===== src/rtl/bcd_pkg.sv =====
// Shared constants, state encoding and helpers for the sequential binary-to-BCD converter.
package bcd_pkg;

  localparam int unsigned BCD_DIGIT_W = 4;

  localparam logic [BCD_DIGIT_W-1:0] ADJ_THRESH = 4'd5;
  localparam logic [BCD_DIGIT_W-1:0] ADJ_ADD    = 4'd3;

  typedef enum logic [1:0] {
    IDLE,
    SHIFT,
    DONE
  } state_e;

  function automatic logic [BCD_DIGIT_W-1:0] nines_digit(input logic [BCD_DIGIT_W-1:0] d);
    return 4'd9 - d;
  endfunction

  // True when DIGITS decimal digits can hold every BIN_W-bit unsigned value.
  function automatic bit range_ok(input int unsigned bin_w, input int unsigned digits);
    longint unsigned p10;
    longint unsigned lim;
    if (bin_w >= 63) return 1'b0;
    lim = 64'd1 << bin_w;
    p10 = 64'd1;
    for (int unsigned i = 0; i < digits; i++) begin
      if (p10 >= lim) break;
      p10 = p10 * 64'd10;
    end
    return p10 >= lim;
  endfunction

endpackage


===== src/rtl/bcd_add3.sv =====
// Double-dabble digit correction: adds 3 to a BCD digit that is 5 or more.
module bcd_add3
  import bcd_pkg::*;
(
  input  logic [BCD_DIGIT_W-1:0] digit,
  output logic [BCD_DIGIT_W-1:0] adjusted
);

  always_comb begin
    adjusted = digit;
    if (digit >= ADJ_THRESH) begin
      adjusted = digit + ADJ_ADD;
    end
  end

endmodule


===== src/rtl/bin_to_bcd_seq.sv =====
// Sequential shift-add-3 binary-to-BCD converter with valid/ready on both sides.
// Optional registered per-digit 9's complement output: define BIN_TO_BCD_NINES_COMP_EN.
module bin_to_bcd_seq
  import bcd_pkg::*;
#(
  parameter int unsigned BIN_W  = 8,
  parameter int unsigned DIGITS = 3
) (
  input  logic                          clk,
  input  logic                          rst_n,
  input  logic                          in_valid,
  output logic                          in_ready,
  input  logic [BIN_W-1:0]              bin_in,
  output logic                          out_valid,
  input  logic                          out_ready,
  output logic [BCD_DIGIT_W*DIGITS-1:0] bcd_out,
  output logic                          busy
`ifdef BIN_TO_BCD_NINES_COMP_EN
  ,
  output logic [BCD_DIGIT_W*DIGITS-1:0] nines_out
`endif
);

  localparam int unsigned BCD_W = BCD_DIGIT_W * DIGITS;
  localparam int unsigned CNT_W = $clog2(BIN_W + 1);

  if (!range_ok(BIN_W, DIGITS)) begin : gen_param_err
    $error("bin_to_bcd_seq: DIGITS=%0d too small for BIN_W=%0d", DIGITS, BIN_W);
  end

  state_e             state_q, state_d;
  logic [CNT_W-1:0]   cnt_q;
  logic [BIN_W-1:0]   bin_q, bin_sh;
  logic [BCD_W-1:0]   work_q, work_adj, work_sh;
  logic [BCD_W-1:0]   bcd_q;
  logic               last_shift;

  // ---------------------------------------------------------------------------
  // FSM
  // ---------------------------------------------------------------------------
  always_ff @(posedge clk) begin
    if (!rst_n) begin
      state_q <= IDLE;
    end else begin
      state_q <= state_d;
    end
  end

  assign last_shift = (cnt_q == CNT_W'(1));

  always_comb begin
    state_d = state_q;
    unique case (state_q)
      IDLE:    if (in_valid)   state_d = SHIFT;
      SHIFT:   if (last_shift) state_d = DONE;
      DONE:    if (out_ready)  state_d = IDLE;
      default:                 state_d = IDLE;
    endcase
  end

  always_comb begin
    in_ready  = 1'b0;
    out_valid = 1'b0;
    busy      = 1'b0;
    unique case (state_q)
      IDLE:  in_ready = 1'b1;
      SHIFT: busy     = 1'b1;
      DONE: begin
        out_valid = 1'b1;
        busy      = 1'b1;
      end
      default: ;
    endcase
  end

  // ---------------------------------------------------------------------------
  // Datapath: correct all digits from the pre-shift value, then shift {bcd, bin} left
  // ---------------------------------------------------------------------------
  for (genvar i = 0; i < DIGITS; i++) begin : gen_add3
    bcd_add3 u_add3 (
      .digit    (work_q[BCD_DIGIT_W*i +: BCD_DIGIT_W]),
      .adjusted (work_adj[BCD_DIGIT_W*i +: BCD_DIGIT_W])
    );
  end

  always_comb begin
    {work_sh, bin_sh} = {work_adj, bin_q} << 1;
  end

`ifdef BIN_TO_BCD_NINES_COMP_EN
  logic [BCD_W-1:0] nines_q, nines_sh;

  always_comb begin
    nines_sh = '0;
    for (int unsigned i = 0; i < DIGITS; i++) begin
      nines_sh[BCD_DIGIT_W*i +: BCD_DIGIT_W] = nines_digit(work_sh[BCD_DIGIT_W*i +: BCD_DIGIT_W]);
    end
  end

  always_ff @(posedge clk) begin
    if (!rst_n) begin
      nines_q <= '0;
    end else if (state_q == SHIFT && last_shift) begin
      nines_q <= nines_sh;
    end
  end

  assign nines_out = nines_q;
`endif

  always_ff @(posedge clk) begin
    if (!rst_n) begin
      cnt_q  <= '0;
      bin_q  <= '0;
      work_q <= '0;
      bcd_q  <= '0;
    end else begin
      case (state_q)
        IDLE: begin
          if (in_valid) begin
            bin_q  <= bin_in;
            work_q <= '0;
            cnt_q  <= CNT_W'(BIN_W);
          end
        end
        SHIFT: begin
          bin_q  <= bin_sh;
          work_q <= work_sh;
          cnt_q  <= cnt_q - CNT_W'(1);
          // The result register only changes on the edge that enters DONE.
          if (last_shift) begin
            bcd_q <= work_sh;
          end
        end
        default: ;
      endcase
    end
  end

  assign bcd_out = bcd_q;

endmodule


===== config.mk =====
export PLATFORM = sky130hd
export DESIGN_NAME = bin_to_bcd_seq
export DESIGN_NICKNAME = d
export VERILOG_FILES = /design/src/rtl/bcd_pkg.sv /design/src/rtl/bcd_add3.sv /design/src/rtl/bin_to_bcd_seq.sv
export SDC_FILE = /design/constraint.sdc
export NUM_CORES = 1
export LEC_CHECK = 0
export BUFFER_PORTS_ARGS = -buffer_cell sky130_fd_sc_hd__buf_2
export CAP_MARGIN = 10
export CORE_MARGIN = 2
export CORE_UTILIZATION = 54
export DETAILED_ROUTE_END_ITERATION = 7
export PLACE_DENSITY_LB_ADDON = 0.12
export SETUP_SLACK_MARGIN = 0.1
export SYNTH_ARGS = -nofsm -noshare
export SYNTH_HDL_FRONTEND = slang
export SYNTH_SLANG_ARGS = --single-unit

===== constraint.sdc =====
create_clock -name clk -period 1.74 [get_ports clk]
set_input_delay 0.174 -clock clk [delete_from_list [all_inputs] [get_ports clk]]
set_output_delay 0.174 -clock clk [all_outputs]
set_load 0.005 [all_outputs]

# [Word level (Yosys, flattened, before mapping)]
# Index checks and enable logic that the tools add are counted.
[totals] reg_bits=38 elab_cells=40 input_bits=12 output_inout_bits=15
[classes] n_reduce_logical=6 addsub=4 mux=16 magnitude_cmp=3 n_eq_ne=6
[ops] op="$pmux 12 s2" count=1
[ops] op="$pmux 8 s2" count=1
[ops] op="$ge 4x3->1 const B" count=3
[ops] op="$mux 12" count=1
[ops] op="$mux 4" count=3
[ops] op="$add 4x2->4 const B" count=2
[ops] op="$mux 8" count=1
[ops] op="$pmux 4 s2" count=1
[ops] op="$mux 2" count=3
[ops] op="$ne 2x2->1 const B" count=3
[ops] op="$pmux 2 s3" count=1
[ops] op="$eq 4x1->1 const B" count=1
[ops] op="$reduce_and 2->1" count=2
[ops] op="$sub 4x1->4 const B" count=1
[ops] op="$add 3x2->3 const B" count=1
[ops] op="$mux 1" count=3
[ops] op="$mux 3" count=1
[ops] op="$reduce_and 3->1" count=1
[ops] op="$eq 2x1->1 const B" count=1
[ops] op="$eq 2x2->1 const B" count=1
[ops] op="$logic_not 2->1" count=1
[ops] op="$reduce_bool 2->1" count=1
[ops] op="$reduce_or 2->1" count=1

# [Logic depth before layout (Yosys ltp)]
[logic_depth] word_depth=3 mapped_depth=8

# [Modules after synthesis]
# A second synthesis with hierarchy kept.
[unflattened] cells_unflattened=221 hier_area_um2=1924.3
[by_module_without_submodules] mod="bin_to_bcd_seq" instances=1 cells_each=173 area_each_um2=1620.3 seq_area_each_um2=760.7
[by_module_without_submodules] mod="bcd_add3" instances=3 cells_each=16 area_each_um2=101.3 seq_area_each_um2=0.0

# [Worst setup path after synthesis]
# OpenSTA, ideal clock, no wires.
[synth_timing] path_type="reg-to-reg" start="reg state_q[0]" end="reg bin_q[3]" setup_slack_ns=0.274 synth_period_minus_slack_ns=1.466 setup_time_ns=0.116 path_stages_with_launch=9 arrival_time_ns=1.350 path_cell_list="dfxtp_1 -> inv_1 -> ha_1 -> buf_4 -> and2b_4 -> nor2_4 -> buf_6 -> nand2_1 -> o211a_1"
[synth_via] elab_chain_cells=3
[synth_rtl] item="start, declared" line_no="bin_to_bcd_seq.sv:31" source="state_e state_q, state_d;"
[synth_rtl] item="start signal, assigned" line_no="bin_to_bcd_seq.sv:45" source="state_q <= state_d;"
[synth_rtl] item="$eq 2x1->1 / $logic_not 2->1 (equally long branches)" line_no="bin_to_bcd_seq.sv:118" source="case (state_q)"
[synth_rtl] item="$reduce_bool 2->1 (no line) / $ne 2x2->1 (equally long branches)"
[synth_rtl] item="$reduce_and 2->1 (no line)"
[synth_rtl] item="end signal, assigned" line_no="bin_to_bcd_seq.sv:121" source="bin_q <= bin_in;"
[synth_rtl] item="end signal, assigned" line_no="bin_to_bcd_seq.sv:127" source="bin_q <= bin_sh;"
[synth_rtl] item="end, declared" line_no="bin_to_bcd_seq.sv:33" source="logic [BIN_W-1:0] bin_q, bin_sh;"
# Several ways; a longest one is shown, not always the timed one.
# A chain may end at the register's enable or synchronous reset.

# [Worst setup path in the final report]
[layout_timing] start="reg work_q[1]" end="reg bcd_q[2] (netlist: bcd_out[2])"
[layout_via] elab_chain_cells=2
[layout_rtl] item="start, declared" line_no="bin_to_bcd_seq.sv:34" source="logic [BCD_W-1:0] work_q, work_adj, work_sh;"
[layout_rtl] item="start signal, assigned" line_no="bin_to_bcd_seq.sv:128" source="work_q <= work_sh;"
[layout_rtl] item="$add 4x2->4 / $ge 4x3->1 (equally long branches)" line_no="bcd_add3.sv:12, bcd_add3.sv:11"
[layout_rtl] item="$mux 4 (*)" line_no="bcd_add3.sv:11" source="if (digit >= ADJ_THRESH) begin"
[layout_rtl] item="end signal, assigned" line_no="bin_to_bcd_seq.sv:132" source="bcd_q <= work_sh;"
[layout_rtl] item="end, declared" line_no="bin_to_bcd_seq.sv:35" source="logic [BCD_W-1:0] bcd_q;"
# Mark *: on every way between the ends. The rest lies on a longest branch, timed or not.

==> flow_summary_export.csv <==
group,metric,value,unit
clock_network,cts_sinks,38,
clock_network,cts_tree,"done",
layout,final_cell_mix,"dfxtp_1, nand2_1, buf_2, a21oi_1, o21ai_1",
route,dr.first_iter.drc_count,101,
route,wirelength,3700,um
yosys,synth_edf_count,0,
yosys,syn_area_per_cell,9.01,um^2
route,routed.top_layer,"met4",
worst_hold_path,hold_path.class,"in2reg",
layout,drive_gt1_share,24.8,%
floorplan,coreArea,0.00342,mm^2
yosys,synth.area.top_cells,"dfxtp_1, ha_1, nand2_1",
power_and_ir_drop,p_total,2700,uW
worst_setup_path,critical_path_required,2010,ps
timing,min_period_over_period,90.2,%
yosys,yosys_warnings,0,
yosys,synthCells,218,
timing,worstMarginPinSlew,598,ps
worst_setup_path,critPathMaxFanout,3,
power_and_ir_drop,switchingPower,918,uW
grt,grt_pass1_vias,1416,
timing,final-hold-violation-count,0,
grt,grt_usage,19.0,%
power_and_ir_drop,comb_power_share,38.4,%
route,via_count,1584,
power_and_ir_drop,p_int,1780,uW
clock_network,cts_buffers,5,
timing,tns,0,ps
timing,rsz0062_at_grt,"yes",
worst_setup_path,cpMaxStageDelayCell,"mux2_2",
placement,place_area,0.00209,mm^2
layout,antenna_cells,0,
timing,fin_crit,1570,ps
floorplan,die_area,0.00413,mm^2
worst_setup_path,worstPathArrival,1840,ps
timing,slew_headroom,60.1,%
route,wl_met3,136,um
grt,antenna_found_initial,0,
power_and_ir_drop,power.leakage,0.000957,uW
worst_setup_path,cp_slowest_stage_delay,380,ps
clock_network,clk_pin_slew,110,ps
yosys,netlist_area,0.00196,mm^2
placement,place_congestion,0.737,
route,routed_via_density,5.42,
layout,layout_commonest_cell,"dfxtp_1",
clock_network,clk_latency,340,ps
clock_network,htree_levels,2,
flow_run,max-cap-violations,0,
yosys,synth_top_area_cell,"dfxtp_1",
timing,fmax,0.637,GHz
yosys,ys_async_sr_fraction,0,%
worst_setup_path,crit_family,"multiplexers",
power_and_ir_drop,p_per_area,1210,mW/mm^2
layout,fillerInstances,305,
layout,finalInstanceArea,0.00223,mm^2
clock_network,cts_buffer_depth,2,
timing,final-setup-viol-count,0,
floorplan,die_h,64.3,um
placement,portBuffers,26,
yosys,ys_seq_area_share,38.8,%
floorplan,die_x,64.3,um
worst_setup_path,critPathCaptureType,"register",
clock_network,cts.hold.buffers_added,0,
route,wirelength_met1,1830,um
floorplan,num_rows,21,
layout,fin_nets,268,
clock_network,cts_root_buffer,"clkbuf_4",
grt,grt_max_degree,34,
layout,area_growth,13.8,%
layout,multi_input_comb_area,0.00109,mm^2
yosys,yosysTopAreaCellShare,38.8,%
route,ant_nets,0,
yosys,ys_types,42,
timing,finalClockSkew,5.82,ps
route,drc,0,
status,outcome,"complete, no violations",
route,dr_wl_met2,1690,um
yosys,ys_ff_latch,38,
worst_setup_path,criticalPathCategory,"reg2reg",
grt,grt_first_pass_wirelength,6220,um
yosys,ys.flop_type,"dfxtp_1",
route,wl_per_cell,12.7,um
route,first_pass_iters,4,
power_and_ir_drop,pwr-share-seq,39.9,%
floorplan,ios,27,
worst_setup_path,critical_path_buf_inv_count,1,
timing,drv_slew,0,
layout,ff_latch_area,762,um^2
floorplan,initial_core_util,57.5,%
placement,dp_hpwl,2510,um
power_and_ir_drop,clkPwrFrac,21.7,%
power_and_ir_drop,p_sw_share,34.0,%
worst_setup_path,cp-start-kind,"register",
worst_setup_path,cp_cell_sequence,"inv_1 -> ha_1 -> nand2b_1 -> a21oi_2 -> mux2_2 -> o22ai_2",
power_and_ir_drop,peakVddDrop,662,uV
yosys,syn_nets,241,
grt,overflow,0,
[synthesized netlist by cell type, types with 2 or more instances]
library cell  instances
and2_1                2
buf_4                 3
a21oi_2               3
clkbuf_1              4
nor2b_1               3
mux2i_1               8
a21oi_1              13
o22ai_1               7
inv_1                11
nor2_1                7
o21ai_1              12
nand2b_1              3
o211a_1               9
buf_6                 5
nor3b_1               7
dfxtp_1              38
o21ai_0               8
nand2_1              27
ha_1                 11
nand3_1               9
nand4_1               3
a21boi_1              2
mux2_2                2
xnor2_1               3
[per-layer routing]
metal  track usage (%)  vias up
li1                  -      814
met1              25.5      737
met2              30.3       28
met3              4.23        5
met4              6.38        0
met5                 0        -
[power groups by stage]
stage          clock (uW)  combinational (uW)  sequential, uW
3_3_place_gp            0                 891            1090
5_1_grt               639                1140            1100
6_report              586                1040            1080
2_1_floorplan           0                 793            1080
3_5_place_dp            0                 897            1100
4_1_cts               604                 899            1080
[cells by family (layout without fill, tap and decap cells)]
group	after synthesis	after routing	share of synthesized area (%)
simple gates	72	72	20.0
compound gates	59	59	19.9
flops	38	38	38.8
buf+inv	24	52	7.14
fa+ha+maj	11	11	7.01
mux	11	11	5.80
xor+xnor	3	3	1.34
[cell type report]
class	instances	share of cell area (%)
inverter	11	1.85
sequential	38	34.1
multi-input combinational	156	48.8
clock inverter	1	1.34
timing repair buffer	33	9.30
clock buffer	7	2.02
tap	46	2.58
[stage by stage]
| step | hold slack [ps] | std cells | util, % | worst slack, ps |
|---|---|---|---|---|
| floorplan | 346 | 218 | - | 274 |
| global placement | 450 | 282 | 61.2 | 172 |
| detailed placement | 458 | 282 | 61.2 | 112 |
| CTS | 113 | 290 | 63.4 | 116 |
| global route | 124 | 292 | 65.4 | 88.0 |
| finish | 132 | 292 | 65.4 | 171 |
[state kept, by name, indices dropped and copies added (netlist names)]
register,cells
cnt_q,4
bcd_out,12
bin_q,8
state_q,2
work_q,12
[worst register-to-register path, stage by stage (launching register included)]
cell      delay [ps]
dfxtp_2          360
inv_1             90
ha_1             180
nand2b_1         160
a21oi_2          190
mux2_2           380
o22ai_2          160
[path summary, 6_finish.rpt]
kind | startpoint | end | slack (ps) | cells past startpoint
max | work_q[1] | bcd_out[2] | 170 | 6
min | bin_in[0] | bin_q[0] | 130 | 3
max reg2reg | work_q[1] | bcd_out[2] | 170 | 6
min reg2reg | bin_q[0] | bin_q[0] | 470 | 2
[what timing repair did]
action                     CTS  global route
pin swaps                    1             5
gates cloned                 0             0
buffers inserted             0             2
gates resized for setup      0             9
setup endpoints to repair    1            27
(Power assumes the default switching activity.)
